File: src/rtl/tick_gen_pkg.sv
// tick_gen_pkg: shared constants and helpers for the tick_gen strobe generator.
// Revision 1.0
`default_nettype none

package tick_gen_pkg;

  // Smallest divisor that still leaves a distinct last-count value.
  localparam int DIV_MIN = 2;

  function automatic int clog2_div(input int clk_hz, input int tick_hz);
    return $clog2(clk_hz / tick_hz + 1);
  endfunction

  function automatic logic [31:0] clamp_div(input logic [31:0] div);
    return (div < 32'(DIV_MIN)) ? 32'(DIV_MIN) : div;
  endfunction

endpackage

`default_nettype wire

File: src/rtl/tick_gen.sv
// tick_gen: programmable one-cycle enable strobe with runtime divisor and phase clear.
// Revision 1.0 -- optional square-wave output enabled by TICK_GEN_SQUARE_EN.
`default_nettype none

module tick_gen
  import tick_gen_pkg::*;
#(
  parameter int CLK_HZ  = 100_000_000,
  parameter int TICK_HZ = 1,
  parameter int CNT_W   = clog2_div(CLK_HZ, TICK_HZ)
) (
  input  logic             clk,
  input  logic             rst_n,
  input  logic             en,
  input  logic             sync_clr,
  input  logic             div_load,
  input  logic [CNT_W-1:0] div_val,
  output logic             tick,
  output logic [CNT_W-1:0] cnt,
  output logic             div_pend
`ifdef TICK_GEN_SQUARE_EN
  ,
  output logic             sq_out
`endif
);

  localparam logic [CNT_W-1:0] DIV_RST = CNT_W'(clamp_div(32'(CLK_HZ / TICK_HZ)));

  logic [CNT_W-1:0] div_cur;
  logic [CNT_W-1:0] div_nxt;
  logic [CNT_W-1:0] div_val_c;
  logic [CNT_W-1:0] cnt_inc;
  logic [CNT_W-1:0] cnt_last;
  logic             at_last;
  logic             wrap;
  logic             apply;

  assign div_val_c = CNT_W'(clamp_div(32'(div_val)));
  assign cnt_inc   = cnt + CNT_W'(1);
  // Clamped divisor is >= 2, so this never underflows.
  assign cnt_last  = div_cur - CNT_W'(1);
  assign at_last   = (cnt == cnt_last);
  assign wrap      = en & at_last & ~sync_clr;
  assign apply     = div_pend & (sync_clr | wrap);

  always_ff @(posedge clk or negedge rst_n) begin
    if (!rst_n) begin
      cnt      <= '0;
      tick     <= 1'b0;
      div_cur  <= DIV_RST;
      div_nxt  <= DIV_RST;
      div_pend <= 1'b0;
    end else begin
      tick <= wrap;

      if (sync_clr || wrap) begin
        cnt <= '0;
      end else if (en) begin
        cnt <= cnt_inc;
      end

      if (apply) begin
        div_cur <= div_nxt;
      end

      // A load on the apply edge is staged for the following period.
      if (div_load) begin
        div_nxt  <= div_val_c;
        div_pend <= 1'b1;
      end else if (apply) begin
        div_pend <= 1'b0;
      end
    end
  end

`ifdef TICK_GEN_SQUARE_EN
  logic [CNT_W-1:0] sq_half;

  assign sq_half = div_cur >> 1;

  always_ff @(posedge clk or negedge rst_n) begin
    if (!rst_n) begin
      sq_out <= 1'b0;
    end else if (sync_clr || wrap) begin
      sq_out <= 1'b0;
    end else if (en && (cnt_inc == sq_half)) begin
      sq_out <= 1'b1;
    end
  end
`endif

endmodule

`default_nettype wire

File: config.mk
export PLATFORM = sky130hd
export DESIGN_NAME = tick_gen
export DESIGN_NICKNAME = d
export VERILOG_FILES = /design/src/rtl/tick_gen_pkg.sv /design/src/rtl/tick_gen.sv
export SDC_FILE = /design/constraint.sdc
export NUM_CORES = 1
export LEC_CHECK = 0
export ABC_AREA = 1
export CORE_UTILIZATION = 35
export DETAILED_ROUTE_END_ITERATION = 10
export GPL_TIMING_DRIVEN = 0
export RECOVER_POWER = 50
export SYNTH_ARGS = -nofsm -noshare
export SYNTH_HDL_FRONTEND = slang
export SYNTH_SLANG_ARGS = --single-unit
export TNS_END_PERCENT = 20
File: constraint.sdc
create_clock -name clk -period 4.45 [get_ports clk]
set_input_delay 0.6675 -clock clk [delete_from_list [all_inputs] [get_ports clk]]
set_output_delay 0.6675 -clock clk [all_outputs]
set_load 0.02 [all_outputs]
==> summary.md, run 1 <==
| Metric | Value |
|---|---|
| Outcome | `finished clean` |
| Reg clk slew, reported paths | `0.06 ns` |
| Die Y | `124 um` |
| Layout fillers | `1522` |
| Port bufs | `58` |
| Die Area | `0.0153 mm^2` |
| Setup CP Type | `flop to flop` |
| Avg WL per Cell | `13.0 um` |
| Area contributors post-synth | `dfrtp_1 29%, nand2_1 21%, dfstp_2 12%` |
| RSZ-0062 raised after global routing | `no` |
| Critical path fanouts, max | `10` |
| Synth Instances | `768` |
| DRC Markers | `0` |
| Maximum number of pins on one net before global-route repair | `60` |
| Post-synthesis register bit count | `83` |
| CP required | `4.68 ns` |
| Pwr/cell area | `334 mW/mm^2` |
| Routed WL | `13.4 mm` |
| Worst setup SP type | `flop` |
| Fmax | `364 MHz` |
| 1st-iter DRT viols | `253` |
| Remaining antenna violation count after routing | `0` |
| Initial antenna violation count | `0` |
| Final Skew | `0.00614 ns` |
| FF+latch area | `0.00211 mm^2` |
| Vias per cell | `4.70` |
| Synth cell types | `34` |
| CTS Buffer Depth | `2` |
| First-pass GRT wire length | `22.3 mm` |
| Hold Vio Cnt, Final | `0` |
| Detailed Place HPWL | `10.5 mm` |
| Net Count, Synth | `802` |
| Fin Setup TNS | `0 ns` |
| Worst-Margin Slew | `1.43 ns` |
| Final #Nets | `872` |
| Final-report max-slew violation count | `0` |
| Post-synthesis average cell area | `6.74 um^2` |
| Min Tclk post-route | `2.75 ns` |
| Post-synth ARST share | `100%` |
| Inserted Diodes | `0` |
| P_leak | `0.00302 uW` |
| P&R area growth vs syn | `21.7%` |
| Die width | `124 um` |
| Final WS setup | `1.70 ns` |
| Final worst path period share | `61.8%` |
| Main synth FF type | `dfrtp_1` |
| Most numerous cell in the Yosys netlist | `nand2_1` |
| Commonest cells post-synth | `283 x nand2_1, 105 x nor2_1, 80 x inv_1, 67 x nand3_1, 59 x dfrtp_1` |
| Peak supply drop | `0.212 mV` |
| Core area | `0.0145 mm^2` |
| Num CTS Buffers | `9` |
| Yosys top cell by area | `dfrtp_1` |
| Vias in the first global route | `4498` |
| Clock Latency Late Sink | `0.35 ns` |
| Routability cong. | `0.887` |
| Critical Path Sink Type | `flop` |
| Synth Cell Area | `0.00518 mm^2` |
| Root buffer cell | `clkbuf_16` |
| Max cap viols | `0` |
| Synth warn | `0` |
| H-tree levels | `3` |
| Setup bufs post-CTS | `0` |
| Top Ports | `61` |
| Data arrival time of the worst path | `2.98 ns` |
| Gr ovfl total | `0` |
| Post-synth EDFFs | `0` |
| Fraction of layout cells with a size suffix above 1 | `7.24%` |
| CTS tree | `built` |
| # resized after CTS | `0` |
| Area of the multi-input gates | `0.00265 mm^2` |
| R2R setup slack | `1.70 ns` |
| Vias | `4822` |
| Relative slew slack | `4.98%` |
| Finish-stage setup viols | `0` |
| Cell row count | `44` |
| Setup Slack @ Placement | `1.68 ns` |
| Tot GR Track Use | `19.2%` |
| Top-area cell type share of the netlist area | `28.5%` |
| CTS Hold Buffers Added | `0` |
| Worst hold path class | `flop to flop` |
| Drt first pass iters | `4` |
| Post-synthesis sequential area ratio | `40.7%` |
| CTS Sinks | `83` |
| Initial Utilization | `35.8%` |
power by group:
group          internal [uW]  total [uW]  switching [uW]
clock network            463         771             308
logic                    164         433             269
registers                835         901            65.3
final cells by class:
cell class,count,share of cell area (%)
Buffer,19,1.77
Clock buffer,14,4.71
Clock inverter,2,0.258
Inverter,84,5.00
Multi-Input combinational cell,582,42.0
Sequential cell,83,33.4
Tap cell,184,3.65
Timing Repair Buffer,59,9.19
logic make-up (layout without fill, tap and decap cells):
| kind of cell | count (synthesis) | in the layout | share of synthesized area (%) |
|---|---|---|---|
| flops | 83 | 83 | 40.7 |
| xor+xnor | 26 | 26 | 4.40 |
| simple gates | 532 | 532 | 43.6 |
| compound gates | 22 | 22 | 2.58 |
| fa+ha+maj | 2 | 2 | 0.483 |
| buf+inv | 103 | 178 | 8.24 |
state kept, by name (all words and copies together) (netlist names):
signal	cells
div_cur	27
div_pend	1
tick	1
div_nxt	27
cnt	27
worst paths after layout:
path / cells after the start / endpoint / startpoint
hold reg to reg: 2 / div_nxt[26] / div_nxt[26]
setup / recovery: 15 / div_cur[2] / div_cur[0]
min in group asynchronous: 1 / cnt[16] / rst_n
max in group asynchronous: 2 / div_cur[4] / rst_n
hold / removal: 2 / div_nxt[26] / div_nxt[26]
setup reg to reg: 15 / div_cur[2] / div_cur[0]
layout by cell type (no fill, tap or decap), types with 2 or more instances in the layout:
cell / n
a21oi_1: 6
a31oi_1: 2
and3_1: 3
buf_2: 2
buf_4: 4
buf_6: 3
clkbuf_1: 13
clkbuf_16: 11
clkdlybuf4s50_1: 57
clkinv_1: 3
dfrtp_1: 59
dfstp_2: 24
ha_1: 2
inv_1: 81
nand2_1: 283
nand2_2: 2
nand3_1: 67
nand3b_1: 6
nand4_1: 19
nor2_1: 105
nor2_2: 6
nor2_4: 2
nor3_1: 30
nor4_1: 4
o21ai_0: 6
o21bai_1: 6
or2_2: 2
xnor2_1: 9
xor2_1: 17
through the flow:
| step | cells | hold WS (ns) | area [um^2] | power (uW) | util [%] |
|---|---|---|---|---|---|
| floorplan | 768 | 0.372 | 5180 | 1210 | - |
| global placement | 1010 | 0.452 | 5990 | 1340 | 41.4 |
| detailed placement | 1011 | 0.455 | 6020 | 1350 | 41.5 |
| CTS | 1027 | 0.229 | 6330 | 2130 | 43.7 |
| global route | 1027 | 0.489 | 6300 | 2230 | 43.5 |
| finish | 1027 | 0.461 | 6300 | 2100 | 43.5 |
layer usage:
metal,routed length [um],share of wire [%],track usage (%)
met5,0,0,0
met4,326,2.4,8.51
met3,455,3.4,1.97
met2,6320,47,31.5
met1,6250,47,25.7
worst max-delay path: stages (launching register included):
cell,delay (ns)
dfrtp_1,0.41
inv_1,0.13
ha_1,0.27
nand3_1,0.14
nor2_1,0.35
nor2_1,0.07
nor2_1,0.19
nand2_1,0.10
nor2_1,0.10
nand3_1,0.13
o21bai_1,0.16
buf_4,0.21
nand2_4,0.12
buf_6,0.16
nand2_1,0.06
nand2_1,0.05
(Power assumes the default switching activity.)
==> run 2: changes to the inputs <==
==> constraint.sdc (replaced) <==
create_clock -name clk -period 2.5 [get_ports clk]
set_input_delay 0.375 -clock clk [delete_from_list [all_inputs] [get_ports clk]]
set_output_delay 0.375 -clock clk [all_outputs]
set_load 0.02 [all_outputs]
==> summary.md, run 2 (synthesized netlist as in run 1, its figures left out) <==
| Metric | Value |
|---|---|
| Inserted Diodes | `0 (unchanged)` |
| Largest regs | `cnt (27), div_cur (27), div_nxt (27) (unchanged)` |
| Maximum number of pins on one net before global-route repair | `60 (unchanged)` |
| Cell row count | `44 (unchanged)` |
| Commonest non-fill, non-tap cell in the layout | `nand2_1 (unchanged)` |
| Vias in the first global route | `4563 (was 4498)` |
| Tot GR Track Use | `19.4% (was 19.2%)` |
| Psw | `1190 uW (was 642 uW)` |
| Die Y | `124 um (unchanged)` |
| Outcome | `finished clean (unchanged)` |
| Final Skew | `0.00640 ns (was 0.00614 ns)` |
| Fraction of layout cells with a size suffix above 1 | `11.0% (was 7.24%)` |
| Routability cong. | `0.887 (unchanged)` |
| CTS tree | `built (unchanged)` |
| 1st-iter DRT viols | `250 (was 253)` |
| CP max stage cell | `dfrtp_1 (unchanged)` |
| Max cap viols | `0 (unchanged)` |
| Detailed Place HPWL | `10.5 mm (unchanged)` |
| Clock Latency Late Sink | `0.35 ns (about the same)` |
| Fmax | `414 MHz (was 364 MHz)` |
| Final WS setup | `0.0868 ns (was 1.70 ns)` |
| Sequential share of power | `41.9% (was 42.8%)` |
| Dpl cells | `1011 (unchanged)` |
| Setup CP Type | `flop to flop (unchanged)` |
| Cell mode on critical path | `nand2_1 (was nor2_1)` |
| Final #Nets | `884 (was 872)` |
| Finished Layout Cells | `1039 (was 1027)` |
| Root buffer cell | `clkbuf_16 (unchanged)` |
| Reg clk slew, reported paths | `0.06 ns (about the same)` |
| Remaining antenna violation count after routing | `0 (unchanged)` |
| Internal Pwr Total | `2650 uW (was 1460 uW)` |
| Sw Share | `31.0% (was 30.5%)` |
| Final worst path period share | `96.5% (was 61.8%)` |
| Min Tclk post-route | `2.41 ns (was 2.75 ns)` |
| Port bufs | `58 (unchanged)` |
| Data arrival time of the worst path | `2.70 ns (was 2.98 ns)` |
| Initial antenna violation count | `0 (unchanged)` |
| P_leak | `0.00309 uW (was 0.00302 uW)` |
| CTS Buffer Depth | `2 (unchanged)` |
| Max incr delay on CP | `0.37 ns (was 0.41 ns)` |
| Vias per cell | `4.70 (about the same)` |
| Clk pwr share | `35.9% (was 36.6%)` |
| Core area | `0.0145 mm^2 (unchanged)` |
| Critical Path Sink Type | `flop (unchanged)` |
| Worst setup SP type | `flop (unchanged)` |
| Worst-Margin Slew | `1.41 ns (was 1.43 ns)` |
| Worst hold path class | `primary input to flop (was flop to flop)` |
| Die Area | `0.0153 mm^2 (unchanged)` |
| RSZ-0062 raised after global routing | `yes (was no)` |
| CTS Sinks | `83 (unchanged)` |
| Hold Vio Cnt, Final | `0 (unchanged)` |
| DRC Markers | `0 (unchanged)` |
| P&R area growth vs syn | `25.9% (was 21.7%)` |
| Final-report max-slew violation count | `0 (unchanged)` |
| Relative slew slack | `6.31% (was 4.98%)` |
| Setup Slack @ Placement | `-0.273 ns (was 1.68 ns)` |
| Die width | `124 um (unchanged)` |
| Ordered cell list for the critical path | `inv_2 > ha_4 > nand3_1 > nor2_4 > buf_4 > nand2_1 > nand2_1 > nor2_1 > nand2_1 > nor2_1 > nand3_2 > o21bai_1 > buf_6 > buf_4 > nand3_1 > nand2_1 (was inv_1 > ha_1 > nand3_1 > nor2_1 > nor2_1 > nor2_1 > nand2_1 > nor2_1 > nand3_1 > o21bai_1 > buf_4 > nand2_4 > buf_6 > nand2_1 > nand2_1)` |
| Critical path fanouts, max | `10 (unchanged)` |
| CP required | `2.79 ns (was 4.68 ns)` |
| Routed WL | `13.7 mm (was 13.4 mm)` |
| Peak supply drop | `0.378 mV (was 0.212 mV)` |
| Gr ovfl total | `0 (unchanged)` |
| Pwr/cell area | `589 mW/mm^2 (was 334 mW/mm^2)` |
| H-tree levels | `3 (unchanged)` |
| Combinational power share | `22.2% (was 20.6%)` |
| Finish-stage setup viols | `0 (unchanged)` |
| First-pass GRT wire length | `22.5 mm (was 22.3 mm)` |
| Drt first pass iters | `5 (was 4)` |
| Top Ports | `61 (unchanged)` |
| Commonest cells after routing, fill and taps aside | `278 x nand2_1, 95 x nor2_1, 80 x inv_1 (was 283 x nand2_1, 105 x nor2_1, 81 x inv_1)` |
| Initial Utilization | `35.8% (unchanged)` |
| Vias | `4880 (was 4822)` |
| Num CTS Buffers | `9 (unchanged)` |
| Avg WL per Cell | `13.2 um (was 13.0 um)` |
-- run 2: cell count changes in the layout (fill, tap and decap cells not counted), sizes merged --
cell	change
buf	+11
dlygate4sd3	+1
-- run 2: worst max-delay path, delay by kind of cell (launching register included) --
family	cells	cell delay [ns]
AO/OA/AOI/OAI	1	0.17
adder cells (fa/ha/maj)	1	0.18
buffers and inverters	4	0.63
flip-flops	1	0.37
AND/OR/NAND/NOR	10	1.01
-- run 2: path summary, 6_finish.rpt --
| path | startpoint | endpoint | slack [ns] | depth (start not counted) |
|---|---|---|---|---|
| min | div_load | div_nxt[26] | 0.42 | 3 |
| max in group asynchronous | rst_n | div_cur[3] | 0.41 | 3 |
| min in group asynchronous | rst_n | cnt[16] | 0.89 | 2 |
| min reg2reg | div_nxt[26] | div_nxt[26] | 0.46 | 2 |
| max reg2reg | div_cur[0] | div_cur[15] | 0.09 | 16 |
| max | div_cur[0] | div_cur[15] | 0.09 | 16 |
-- run 2: power by group through the flow --
| stage | Combinational [uW] | Clock [uW] | Sequential [uW] |
|---|---|---|---|
| after floorplan | 560 | 0 | 1600 |
| after global placement | 771 | 0 | 1620 |
| after detailed placement | 783 | 0 | 1630 |
| after CTS | 821 | 1410 | 1610 |
| after global routing | 973 | 1460 | 1630 |
| final | 854 | 1380 | 1610 |
-- run 2: per-layer routing --
layer	GRT usage (%)	part of all wire, %	vias to the layer above
li1	-	-	2572
met1	25.8	47	2176
met2	31.9	48	112
met3	1.97	3.5	20
met4	8.51	2.3	0
met5	0	0	-
-- run 2: per-stage QoR --
stage / power (uW) / instance area, um^2 / hold WS (ns) / utilization [%] / setup TNS [ns]
3_5_place_dp: 2410 / 6020 / 0.310 / 41.5 / -12.02
5_1_grt: 4060 / 6520 / 0.485 / 45.0 / -2.99
6_report: 3840 / 6520 / 0.421 / 45.0 / 0
4_1_cts: 3840 / 6420 / 0.432 / 44.4 / 0
2_1_floorplan: 2160 / 5180 / 0.0794 / - / 0
3_3_place_gp: 2390 / 5990 / 0.452 / 41.4 / -147.66
-- run 2: timing repair --
item                       CTS  global route
cloned                       0             0
buffers inserted             6             5
hold endpoints to repair    24             0
setup endpoints to repair   53            52
pin swaps                    5             9
hold buffers                 1             0
resized for setup           12            22
-- run 2: area by class of cell --
type	instances	area, um^2
buffer	19	121
clock buffer	14	297
clock inverter	2	16.3
fill	1503	7960
inverter	84	315
multi-input combinational	582	2760
sequential	83	2110
tap	184	230
timing repair buffer	71	678
